[src/rtl/serial_add_pkg.sv]
// Shared types and constants for the bit-serial addition controller.
package serial_add_pkg;

    // Operand/result width used when the instantiating code does not override it.
    localparam int DEFAULT_WIDTH = 8;

    // Controller states; 2'b11 is unused and recovers to IDLE.
    typedef enum logic [1:0] {
        IDLE = 2'b00,
        RUN  = 2'b01,
        DONE = 2'b10
    } state_t;

    // Bit counter width: enough to count 0..w-1, never less than one bit.
    function automatic int cnt_width(input int w);
        return (w > 1) ? $clog2(w) : 1;
    endfunction

endpackage

[src/rtl/serial_add_ctrl_if.sv]
// Requester-side handshake and operand/result bus of the serial adder.
interface serial_add_ctrl_if
    import serial_add_pkg::*;
#(
    parameter int WIDTH = DEFAULT_WIDTH
);

    logic             start;
    logic [WIDTH-1:0] a;
    logic [WIDTH-1:0] b;
    logic             busy;
    logic             done;
    logic [WIDTH-1:0] sum;
    logic             cout;

    // The requester drives start and the operands and watches the result.
    modport master (
        output start, a, b,
        input  busy, done, sum, cout
    );

    // The controller consumes the request and owns the result.
    modport slave (
        input  start, a, b,
        output busy, done, sum, cout
    );

endinterface

[src/rtl/bit_slice_adder.sv]
// Combinational 1-bit full adder built from two half-adder stages.
module bit_slice_adder (
    input  logic x,
    input  logic y,
    input  logic cin,
    output logic s,
    output logic c
);

    logic hs_sum;
    logic hs_carry;
    logic fs_carry;

    // First half adder combines the two operand bits.
    assign hs_sum   = x ^ y;
    assign hs_carry = x & y;

    // Second half adder folds in the incoming carry.
    assign s        = hs_sum ^ cin;
    assign fs_carry = hs_sum & cin;

    // A carry out is produced by either stage, never both at once.
    assign c        = hs_carry | fs_carry;

endmodule

[src/rtl/serial_add_ctrl.sv]
// Bit-serial adder controller: one full-adder slice walks two WIDTH-bit
// operands LSB first, one bit per clock, and presents a registered result.
module serial_add_ctrl
    import serial_add_pkg::*;
#(
    parameter int WIDTH = DEFAULT_WIDTH
) (
    input  logic               clk,
    input  logic               rst_n,
    serial_add_ctrl_if.slave   bus
);

    localparam int               CNT_W = cnt_width(WIDTH);
    localparam logic [CNT_W-1:0] LAST  = CNT_W'(WIDTH - 1);

    state_t           state;
    logic [WIDTH-1:0] shift_a;
    logic [WIDTH-1:0] shift_b;
    logic [WIDTH-1:0] result;
    logic             carry;
    logic             cout_q;
    logic             busy_q;
    logic             done_q;
    logic [CNT_W-1:0] cnt;

    logic             slice_s;
    logic             slice_c;

    // The single adder slice always looks at the current LSBs and carry.
    bit_slice_adder u_slice (
        .x   (shift_a[0]),
        .y   (shift_b[0]),
        .cin (carry),
        .s   (slice_s),
        .c   (slice_c)
    );

    // Sequencer: accepts a request, steps the slice WIDTH times, pulses done.
    // NOTE: every register here is assigned with <= so all of them update
    // together from pre-edge values; a blocking = would let later statements
    // see already-shifted operands and corrupt the bit being added.
    always_ff @(posedge clk or negedge rst_n) begin
        // NOTE: the shift registers are plain flops, not a memory, so they are
        // cleared with everything else and an aborted operation leaves nothing behind.
        if (!rst_n) begin
            state   <= IDLE;
            shift_a <= '0;
            shift_b <= '0;
            result  <= '0;
            carry   <= 1'b0;
            cout_q  <= 1'b0;
            busy_q  <= 1'b0;
            done_q  <= 1'b0;
            cnt     <= '0;
        end else begin
            case (state)
                IDLE: begin
                    if (bus.start) begin
                        shift_a <= bus.a;
                        shift_b <= bus.b;
                        carry   <= 1'b0;
                        cnt     <= '0;
                        busy_q  <= 1'b1;
                        state   <= RUN;
                    end
                end

                RUN: begin
                    // Sum bits enter at the top and drift down to their final place.
                    result  <= {slice_s, result[WIDTH-1:1]};
                    shift_a <= shift_a >> 1;
                    shift_b <= shift_b >> 1;
                    carry   <= slice_c;
                    if (cnt == LAST) begin
                        // Last bit: its carry is the carry out of the whole word.
                        cout_q <= slice_c;
                        busy_q <= 1'b0;
                        done_q <= 1'b1;
                        state  <= DONE;
                    end else begin
                        cnt <= cnt + 1'b1;
                    end
                end

                DONE: begin
                    // Start is not sampled here; a request now is simply dropped.
                    done_q <= 1'b0;
                    state  <= IDLE;
                end

                // NOTE: the default arm catches the unused encoding 2'b11 and
                // steers it home instead of letting the FSM lock up.
                default: begin
                    busy_q <= 1'b0;
                    done_q <= 1'b0;
                    state  <= IDLE;
                end
            endcase
        end
    end

    // All outputs come straight from flops; no input reaches them combinationally.
    assign bus.busy = busy_q;
    assign bus.done = done_q;
    assign bus.sum  = result;
    assign bus.cout = cout_q;

endmodule

[src/flat_wrapper.sv]
// flat-port wrapper written by rule: the top's interface ports become plain ports
module serial_add_ctrl_flat import serial_add_pkg::*;
#(
    parameter int WIDTH = DEFAULT_WIDTH
)
  (clk, rst_n, bus_start, bus_a, bus_b, bus_busy, bus_done, bus_sum, bus_cout);
  serial_add_ctrl_if #(.WIDTH(WIDTH)) bus_i ();
  input  logic clk;
  input  logic rst_n;
  input wire logic [$bits(bus_i.start)-1:0] bus_start;
  input wire logic [$bits(bus_i.a)-1:0] bus_a;
  input wire logic [$bits(bus_i.b)-1:0] bus_b;
  output wire logic [$bits(bus_i.busy)-1:0] bus_busy;
  output wire logic [$bits(bus_i.done)-1:0] bus_done;
  output wire logic [$bits(bus_i.sum)-1:0] bus_sum;
  output wire logic [$bits(bus_i.cout)-1:0] bus_cout;
  assign bus_i.start = bus_start;
  assign bus_i.a = bus_a;
  assign bus_i.b = bus_b;
  assign bus_busy = bus_i.busy;
  assign bus_done = bus_i.done;
  assign bus_sum = bus_i.sum;
  assign bus_cout = bus_i.cout;
  serial_add_ctrl #(.WIDTH(WIDTH)) u_core (.clk(clk), .rst_n(rst_n), .bus(bus_i));
endmodule
[config.mk]
export PLATFORM = sky130hd
export DESIGN_NAME = serial_add_ctrl_flat
export DESIGN_NICKNAME = d
export VERILOG_FILES = /design/src/rtl/serial_add_pkg.sv /design/src/rtl/serial_add_ctrl_if.sv /design/src/rtl/bit_slice_adder.sv /design/src/rtl/serial_add_ctrl.sv /design/src/flat_wrapper.sv
export SDC_FILE = /design/constraint.sdc
export NUM_CORES = 1
export LEC_CHECK = 0
export CELL_PAD_IN_SITES_DETAIL_PLACEMENT = 1
export CELL_PAD_IN_SITES_GLOBAL_PLACEMENT = 2
export CORE_MARGIN = 1.5
export CORE_UTILIZATION = 36
export CTS_BUF_LIST = sky130_fd_sc_hd__clkbuf_2
export DETAILED_ROUTE_END_ITERATION = 10
export PLACE_DENSITY_LB_ADDON = 0.15
export SETUP_SLACK_MARGIN = 0.2
export SYNTH_ARGS = -nofsm -noshare
export SYNTH_HDL_FRONTEND = slang
export SYNTH_SLANG_ARGS = --single-unit
[constraint.sdc]
create_clock -name clk -period 3.39 [get_ports clk]
set_clock_uncertainty 0.1 [all_clocks]
set_input_delay 0.5085 -clock clk [delete_from_list [all_inputs] [get_ports clk]]
set_output_delay 0.5085 -clock clk [all_outputs]
set_load 0.01 [all_outputs]
Yosys cells after proc, flatten, opt, wreduce, memory -nomap -nowiden
Index checks and enable logic that the tools add are counted.
{"block": "classes", "addsub": 1, "n_eq_ne": 6, "n_mux": 17, "bitwise": 7, "reduce_logical": 8}
{"operator": "one-hot mux 8 bit (2 select lines)", "count": 2}
{"operator": "two-way mux 8 bit", "count": 2}
{"operator": "AND reduction 2 bit", "count": 4}
{"operator": "two-way mux 3 bit", "count": 2}
{"operator": "one-hot mux 3 bit (2 select lines)", "count": 1}
{"operator": "AND reduction 3 bit", "count": 2}
{"operator": "two-way mux 1 bit", "count": 4}
{"operator": "two-way mux 2 bit", "count": 2}
{"operator": "inequality test 2 bit (second input constant)", "count": 2}
{"operator": "one-hot mux 1 bit (2 select lines)", "count": 2}
{"operator": "one-hot mux 2 bit (2 select lines)", "count": 1}
{"operator": "adder 3 x 1 -> 3 bit (second input constant)", "count": 1}
{"operator": "== test 3 bit (second input constant)", "count": 1}
{"operator": "one-hot mux 1 bit (3 select lines)", "count": 1}
{"operator": "bitwise AND 1 bit", "count": 2}
{"operator": "== test 2 x 1 -> 1 bit (second input constant)", "count": 1}
{"operator": "== test 2 bit (second input constant)", "count": 1}
{"operator": "logical NOT 2 bit", "count": 1}
{"operator": "inequality test 2 x 1 -> 1 bit (second input constant)", "count": 1}
{"operator": "inverter 1 bit", "count": 2}
{"operator": "nonzero test 2 bit", "count": 1}
{"operator": "XOR 1 bit", "count": 2}
{"operator": "bitwise OR 1 bit", "count": 1}
{"block": "word_totals", "register_bits": 33, "inputBits": 19, "word_cells": 48}

Logic depth before layout (Yosys ltp)
Gate-level depths: netlist (run 1).
{"block": "logic_depth", "ltp_word": 4, "depth_mapped": 5, "ltp_nobuf": 5}

Hierarchy
A second synthesis (run 1) with hierarchy kept.
{"block": "hier_totals", "hier_cells": 147, "hier_area_um2": 1564.0}
{"mod": "serial_add_ctrl", "n_inst": 1, "cells_per_inst": 146, "area_per_inst_um2": 1544.0}
{"mod": "bit_slice_adder", "n_inst": 1, "cells_per_inst": 1, "area_per_inst_um2": 20.0}

Worst setup path before layout (run 1)
Ideal clock, no wire load.
{"block": "synth_path", "path_type": "register to register", "from": "register u_core.cnt[0]", "to": "register u_core.cout_q (netlist: u_core.bus.cout)", "arrival_ns": 1.250, "required_time_ns": 3.165, "path_slack_ns": 1.915, "stages_incl_launch_ff": 5, "path_buffers": 0, "period_less_slack_ns": 1.475, "path_cell_list": "dfrtp_1 ha_1 ha_1 and2_4 mux2_4"}
{"block": "synth_between", "elab_chain_len": 2}
{"item": "start: declaration", "line": "serial_add_ctrl.sv:24", "source": "logic [CNT_W-1:0] cnt;"}
{"item": "start signal: assignment", "line": "serial_add_ctrl.sv:81", "source": "cnt <= cnt + 1'b1;"}
{"item": "== test 3 bit", "line": "serial_add_ctrl.sv:74", "source": "if (cnt == LAST) begin"}
{"item": "AND reduction 2 bit (no line)"}
{"item": "end signal: assignment", "line": "serial_add_ctrl.sv:76", "source": "cout_q <= slice_c;"}
{"item": "end: declaration", "line": "serial_add_ctrl.sv:21", "source": "logic cout_q;"}
Every way passes these cells.
A chain may end at the register's enable or synchronous reset.

Worst setup path in the final report (run 1)
{"block": "layout_path", "from": "register u_core.state[0]", "to": "register u_core.cout_q (netlist: u_core.bus.cout)"}
{"block": "layout_between", "elab_chain_len": 2}
{"item": "start: declaration", "line": "serial_add_ctrl.sv:16", "source": "state_t state;"}
{"item": "start signal: assignment", "line": "serial_add_ctrl.sv:46", "source": "state <= IDLE;"}
{"item": "start signal: assignment", "line": "serial_add_ctrl.sv:64", "source": "state <= RUN;"}
{"item": "start signal: assignment", "line": "serial_add_ctrl.sv:79", "source": "state <= DONE;"}
{"item": "== test 2 x 1 -> 1 bit", "line": "serial_add_ctrl.sv:56", "source": "case (state)"}
{"item": "AND reduction 2 bit (no line)"}
Every way passes these cells.

==> metrics, run 1 <==
Final setup viols 0; power share of the clock group 11.1%; unrepaired setup endpoints after global routing false; Worst-Skew Late Latency 0.38 ns; drt first pass iters 3; final setup margin 1.19 ns; Placed Instances 212; status completed; fin crit period 2.20 ns; Total Wirelength 3.39 mm; Post-Syn Nets 163; Routability Congestion 0.713; commonest cells after routing, fill and taps aside 33 x dfrtp_1, 29 x clkdlybuf4s50_1, 26 x nand2_1; IO Port Bufs 29; dpl ws 1.20 ns; CTS tree done; fin util 45.8%; worst-margin pin slew 0.707 ns; Initial Utilization 37.3%; Internal 1.00 mW; max_slew headroom 52.9%; post-route clock period utilization 65.0%; antenna fix cells 0; antenna viol nets, final 0; Longest Clk Path Bufs 2; commonest non-fill, non-tap cell in the layout dfrtp_1; Nets 191; sequential cell fraction of total power 46.3%; initial antenna violation count 0; Max Slew Vio Count 0; DP Wirelength 2.37 mm; Yosys warning count 0; HP Class in -> async; Synth area leader dfrtp_1; row count 23; Max H-tree Level 2; first-pass GRT wire length 5.57 mm; Logic pwr share 42.6%; share of layout cells above drive strength 1 10.7%; Reg2Reg Depth 3; register area share after synthesis 55.3%; Clock Pin Slew Worst Setup and Hold Paths 0.17 ns; via count 1,129; post-route cell area 1830 um^2; mapped cell area 1490 um^2; routed length per instance 15.5 um; share of the synthesized area in the top cell type 55.3%; via/cell ratio 5.16; GR Overflow Total 0; Peak VDD IR 0.000330 V; io pins 30; FF-to-FF End u_core.bus.cout; Mapped Cells 141; switching power 589 uW; worst r2r src u_core.state[0]; CTS Sinks 33; Final Hold Fails 0; critical path peak fanout 21; post-synth cell types 26; Synth Area per Inst 10.6 um^2; WHS 0.401 ns; ranking of synthesized cells by area dfrtp_1 55%, nand2_1 6.5%, o221a_2 5.3%; DRT iter0 DRCs 79; Tot GR Track Use 17.1%; Worst Setup End Kind flip-flop; startpoint types flip-flop; crit path from u_core.state[0]; Lkg Pwr 0.811 nW; pwr dens 868 nW/um^2; die width 67.4 um; Critical Path AT 2.38 ns; filler cell count in the final layout 458; drt drc 0; hold_buf cts 0; worst path required time 3.56 ns; CTS Buf Count 5; r2r setup slk 1.19 ns; Die Y 67.4 um; core area 4000 um^2; Design Power 1.59 mW; clock root cell clkbuf_2; Finished Layout Cells 219; largest net degree at the start of global routing 34; Max Fclk 454 MHz; flops & latches, synth 33; Setup Buffers After CTS 0; P&R area growth vs syn 22.6%; cts repair resizes 0; vias in the first global route 1,155; number of max-cap violations 0; die area 4550 um^2; dpl cell area 1800 um^2; CP Class reg -> reg; Setup TNS Final 0 ns; Sw Ratio 37.1%
power groups by stage:
| stage | logic, mW | registers [mW] | clock network (mW) |
|---|---|---|---|
| 6_report | 0.678 | 0.735 | 0.177 |
| 5_1_grt | 0.764 | 0.766 | 0.199 |
| 3_3_place_gp | 0.653 | 0.740 | 0 |
| 3_5_place_dp | 0.696 | 0.749 | 0 |
| 2_1_floorplan | 0.463 | 0.709 | 0 |
| 4_1_cts | 0.699 | 0.739 | 0.186 |
registers in the layout (all words and copies together) (netlist names):
name	count
u_core.shift_a	8
u_core.bus.sum	8
u_core.cnt	3
u_core.carry	1
u_core.state	2
u_core.bus.cout	1
u_core.bus.busy	1
u_core.shift_b	8
u_core.bus.done	1
critical path, stage by stage, from the launching register on:
cell and delay, ns:
dfrtp_1 0.79, nor2b_1 0.66, and2_4 0.27, mux2_4 0.29
kinds of logic (layout without fill, tap and decap cells):
group                    Yosys count  after routing  share of synthesized area, %
AO/OA/AOI/OAI                     29             29                          16.3
multiplexers                       2              2                          1.76
buffers and inverters             10             38                          4.02
adder cells (fa/ha/maj)            3              3                          3.01
AND/OR/NAND/NOR                   64             64                          19.6
flip-flops                        33             33                          55.3
synthesized netlist by cell type (all sizes together):
library cell  instances
a211oi                7
a21oi                 2
a22o                  6
and2                  1
buf                   7
clkbuf                2
dfrtp                33
fa                    1
ha                    2
inv                   1
mux2                  2
nand2                26
nand2b                2
nand3b                7
nor2                 18
nor2b                 2
nor3                  7
o21a                  1
o21ai                 4
o21ba                 1
o221a                 7
o22ai                 1
or2                   1
worst max path at each step:
| stage | to | slack, ns | depth (start not counted) |
|---|---|---|---|
| after floorplan | u_core.bus.cout | 1.92 | 4 |
| after global placement | u_core.bus.cout | 1.26 | 3 |
| after detailed placement | u_core.bus.cout | 1.20 | 3 |
| after CTS | u_core.bus.cout | 1.16 | 3 |
| after global routing | u_core.bus.cout | 1.05 | 3 |
| final | u_core.bus.cout | 1.19 | 3 |
routing by layer:
| metal | up-vias | global-route usage [%] | routed length [um] |
|---|---|---|---|
| met2 | 21 | 26.2 | 1570 |
| met1 | 558 | 23.0 | 1620 |
| met5 | - | 0 | 0 |
| met3 | 5 | 4.17 | 150 |
| li1 | 545 | - | - |
| met4 | 0 | 7.65 | 51 |
area by class of cell:
| class | count | area [um^2] | area share, % |
|---|---|---|---|
| Sequential cell | 33 | 826 | 45.1 |
| Clock inverter | 1 | 3.75 | 0.205 |
| Timing Repair Buffer | 30 | 298 | 16.3 |
| Multi-Input combinational cell | 98 | 608 | 33.2 |
| Clock buffer | 6 | 30.0 | 1.64 |
| Tap cell | 50 | 62.6 | 3.42 |
| Inverter | 1 | 3.75 | 0.205 |
(Power assumes the default switching activity.)
==> inputs of run 2 (changes only) <==
--- a/config.mk
+++ b/config.mk
@@ -8,7 +8,7 @@
 export CELL_PAD_IN_SITES_DETAIL_PLACEMENT = 1
 export CELL_PAD_IN_SITES_GLOBAL_PLACEMENT = 2
 export CORE_MARGIN = 1.5
-export CORE_UTILIZATION = 36
+export CORE_UTILIZATION = 30
 export CTS_BUF_LIST = sky130_fd_sc_hd__clkbuf_2
 export DETAILED_ROUTE_END_ITERATION = 10
 export PLACE_DENSITY_LB_ADDON = 0.15
==> constraint.sdc (replaced) <==
create_clock -name clk -period 1.8 [get_ports clk]
set_clock_uncertainty 0.1 [all_clocks]
set_input_delay 0.27 -clock clk [delete_from_list [all_inputs] [get_ports clk]]
set_output_delay 0.27 -clock clk [all_outputs]
set_load 0.01 [all_outputs]
==> run 2 against run 1 <==
  * Flip-flop and latch count is the same
  * Final cell count grew 16%
  * Non-clock buffer count grew 16
  * Power grew 99%
  * Global-route usage shrank 2.1 points
  * Clock power grew 94%
  * Critical path depth grew 2
  * Largest cell class unchanged
==> metrics, run 2 (synthesis gave the netlist of run 1 again) <==
Final Hold Fails 0 (unchanged); filler cell count in the final layout 562 (+23%); Max H-tree Level 2 (unchanged); max_slew headroom 71.5% (+19 points); unrepaired setup endpoints after global routing false; via count 1,219 (+8.0%); share of layout cells above drive strength 1 21.0% (+10 points); Max Slew Vio Count 0 (unchanged); antenna fix cells 0 (unchanged); vias in the first global route 1,247 (+8.0%); CP Class reg -> reg; core area 4750 um^2 (+19%); antenna viol nets, final 0 (unchanged); commonest cells after routing, fill and taps aside 31 x dfrtp_1, 26 x nand2_1, 18 x clkdlybuf4s50_1; post-route clock period utilization 83.7% (+19 points); worst r2r src u_core.cnt[1]; Total Wirelength 3.70 mm (+9.1%); status completed; Clock Pin Slew Worst Setup and Hold Paths 0.18 ns (about the same); HP Class in -> async; Nets 207 (+8.4%); Max Fclk 664 MHz (+46%); Tot GR Track Use 15.0% (-2.1 points); Peak VDD IR 0.000484 V (+47%); r2r setup slk 0.29 ns (-0.89 ns); Sequential Area 828 um^2 (+0.30%); routed length per instance 14.6 um (-5.6%); dpl cell area 1860 um^2 (+3.3%); Worst Setup End Kind flip-flop; number of max-cap violations 0 (unchanged); Die Y 73.6 um (+9.1%); worst path required time 1.99 ns (-1.57 ns); clock root cell clkbuf_2; Reg2Reg Depth 5 (+2); Critical Path AT 1.69 ns (-0.69 ns); Routability Congestion 0.718 (+0.66%); CTS Sinks 33 (unchanged); Longest Clk Path Bufs 2 (unchanged); P&R area growth vs syn 33.0%; DRT iter0 DRCs 46 (-42%); hold_buf cts 0 (unchanged); largest net degree at the start of global routing 34 (unchanged); startpoint types flip-flop; row count 25 (+8.7%); CTS Buf Count 5 (unchanged); commonest non-fill, non-tap cell in the layout dfrtp_1; GR Overflow Total 0 (unchanged); Worst-Skew Late Latency 0.38 ns (about the same); post-route cell area 1990 um^2 (+8.5%); die width 73.6 um (+9.1%); die area 5410 um^2 (+19%); first-pass GRT wire length 6.11 mm (+9.7%); DP Wirelength 2.56 mm (+8.2%); Final setup viols 0 (unchanged); critical path peak fanout 7 (-67%); worst-margin pin slew 0.427 ns (-0.280 ns); Initial Utilization 31.4% (-5.9 points); via/cell ratio 4.82 (-6.5%); drt first pass iters 4 (+1); Setup TNS Final 0 ns (unchanged); pwr dens 1590 nW/um^2 (+84%); IO Port Bufs 29 (unchanged); CTS tree done; drt drc 0 (unchanged); area taken by multi-input logic gates 626 um^2 (+2.9%); FF-to-FF End u_core.cnt[0]; fin crit period 1.51 ns (-0.696 ns); Lkg Pwr 0.918 nW (+13%); initial antenna violation count 0 (unchanged); io pins 30 (unchanged)
==> run 2: cell count changes in the layout (fill, tap and decap cells not counted), sizes merged <==
cell / change
dlymetal6s2s: +1
clkinv: +2
buf: +16
clkdlybuf4s50: -11
clkbuf: -1
dlygate4sd2: +10
==> run 2: worst max path at each step <==
stage | start | endpoint | slack, ns | depth (start not counted)
2_1_floorplan | u_core.cnt[0] | u_core.bus.cout | 0.33 | 4
3_3_place_gp | bus_start | u_core.cnt[2] | 0.13 | 4
3_5_place_dp | bus_start | u_core.cnt[1] | 0.05 | 4
4_1_cts | u_core.bus.sum[3] | bus_sum[3] | 0.11 | 1
5_1_grt | u_core.cnt[1] | u_core.cnt[0] | 0.22 | 5
6_report | u_core.cnt[1] | u_core.cnt[0] | 0.29 | 5
==> run 2: worst max-delay path, cell delays in order (launching register included) <==
cell     delay, ns
dfrtp_1       0.42
ha_2          0.21
ha_4          0.17
nor2_1        0.07
mux2_2        0.28
a22o_1        0.17
==> run 2: per-layer routing <==
layer | track usage, % | wire length, um | vias to the layer above | share of wire [%]
met1 | 19.3 | 1690 | 602 | 46
met3 | 4.39 | 183 | 5 | 4.9
met2 | 24.5 | 1780 | 27 | 48
li1 | - | - | 585 | -
met4 | 4.32 | 44 | 0 | 1.2
met5 | 0 | 0 | - | 0
==> run 2: through the flow <==
step | worst slack (ns) | std cells | total power, mW | util [%] | hold WS [ns]
6_report | 0.293 | 253 | 3.17 | 41.8 | 0.176
5_1_grt | 0.218 | 253 | 3.45 | 41.8 | 0.189
4_1_cts | 0.106 | 251 | 3.18 | 41.3 | 0.178
3_5_place_dp | 0.0541 | 234 | 2.76 | 39.1 | 0.365
3_3_place_gp | 0.126 | 234 | 2.66 | 39.1 | 0.359
2_1_floorplan | 0.325 | 141 | 2.21 | - | -0.126
==> run 2: cell type report <==
type                       instances  area share [%]
multi-input combinational         98            31.5
timing repair buffer              46            20.5
tap                               67            4.22
sequential                        33            41.7
clock inverter                     3           0.630
clock buffer                       5            1.26
inverter                           1           0.189
==> run 2: power by group <==
group	total (mW)	switching, mW	internal (mW)
clock	0.343	0.258	0.0850
combinational	1.49	0.674	0.819
sequential	1.33	0.244	1.09
total	3.17	1.18	1.99
==> run 2: timing repair <==
item	in CTS	in global routing
endpoints found under the setup margin	15	26
setup buffers	9	2
endpoints found under the hold margin	0	0
gates resized for setup	12	5
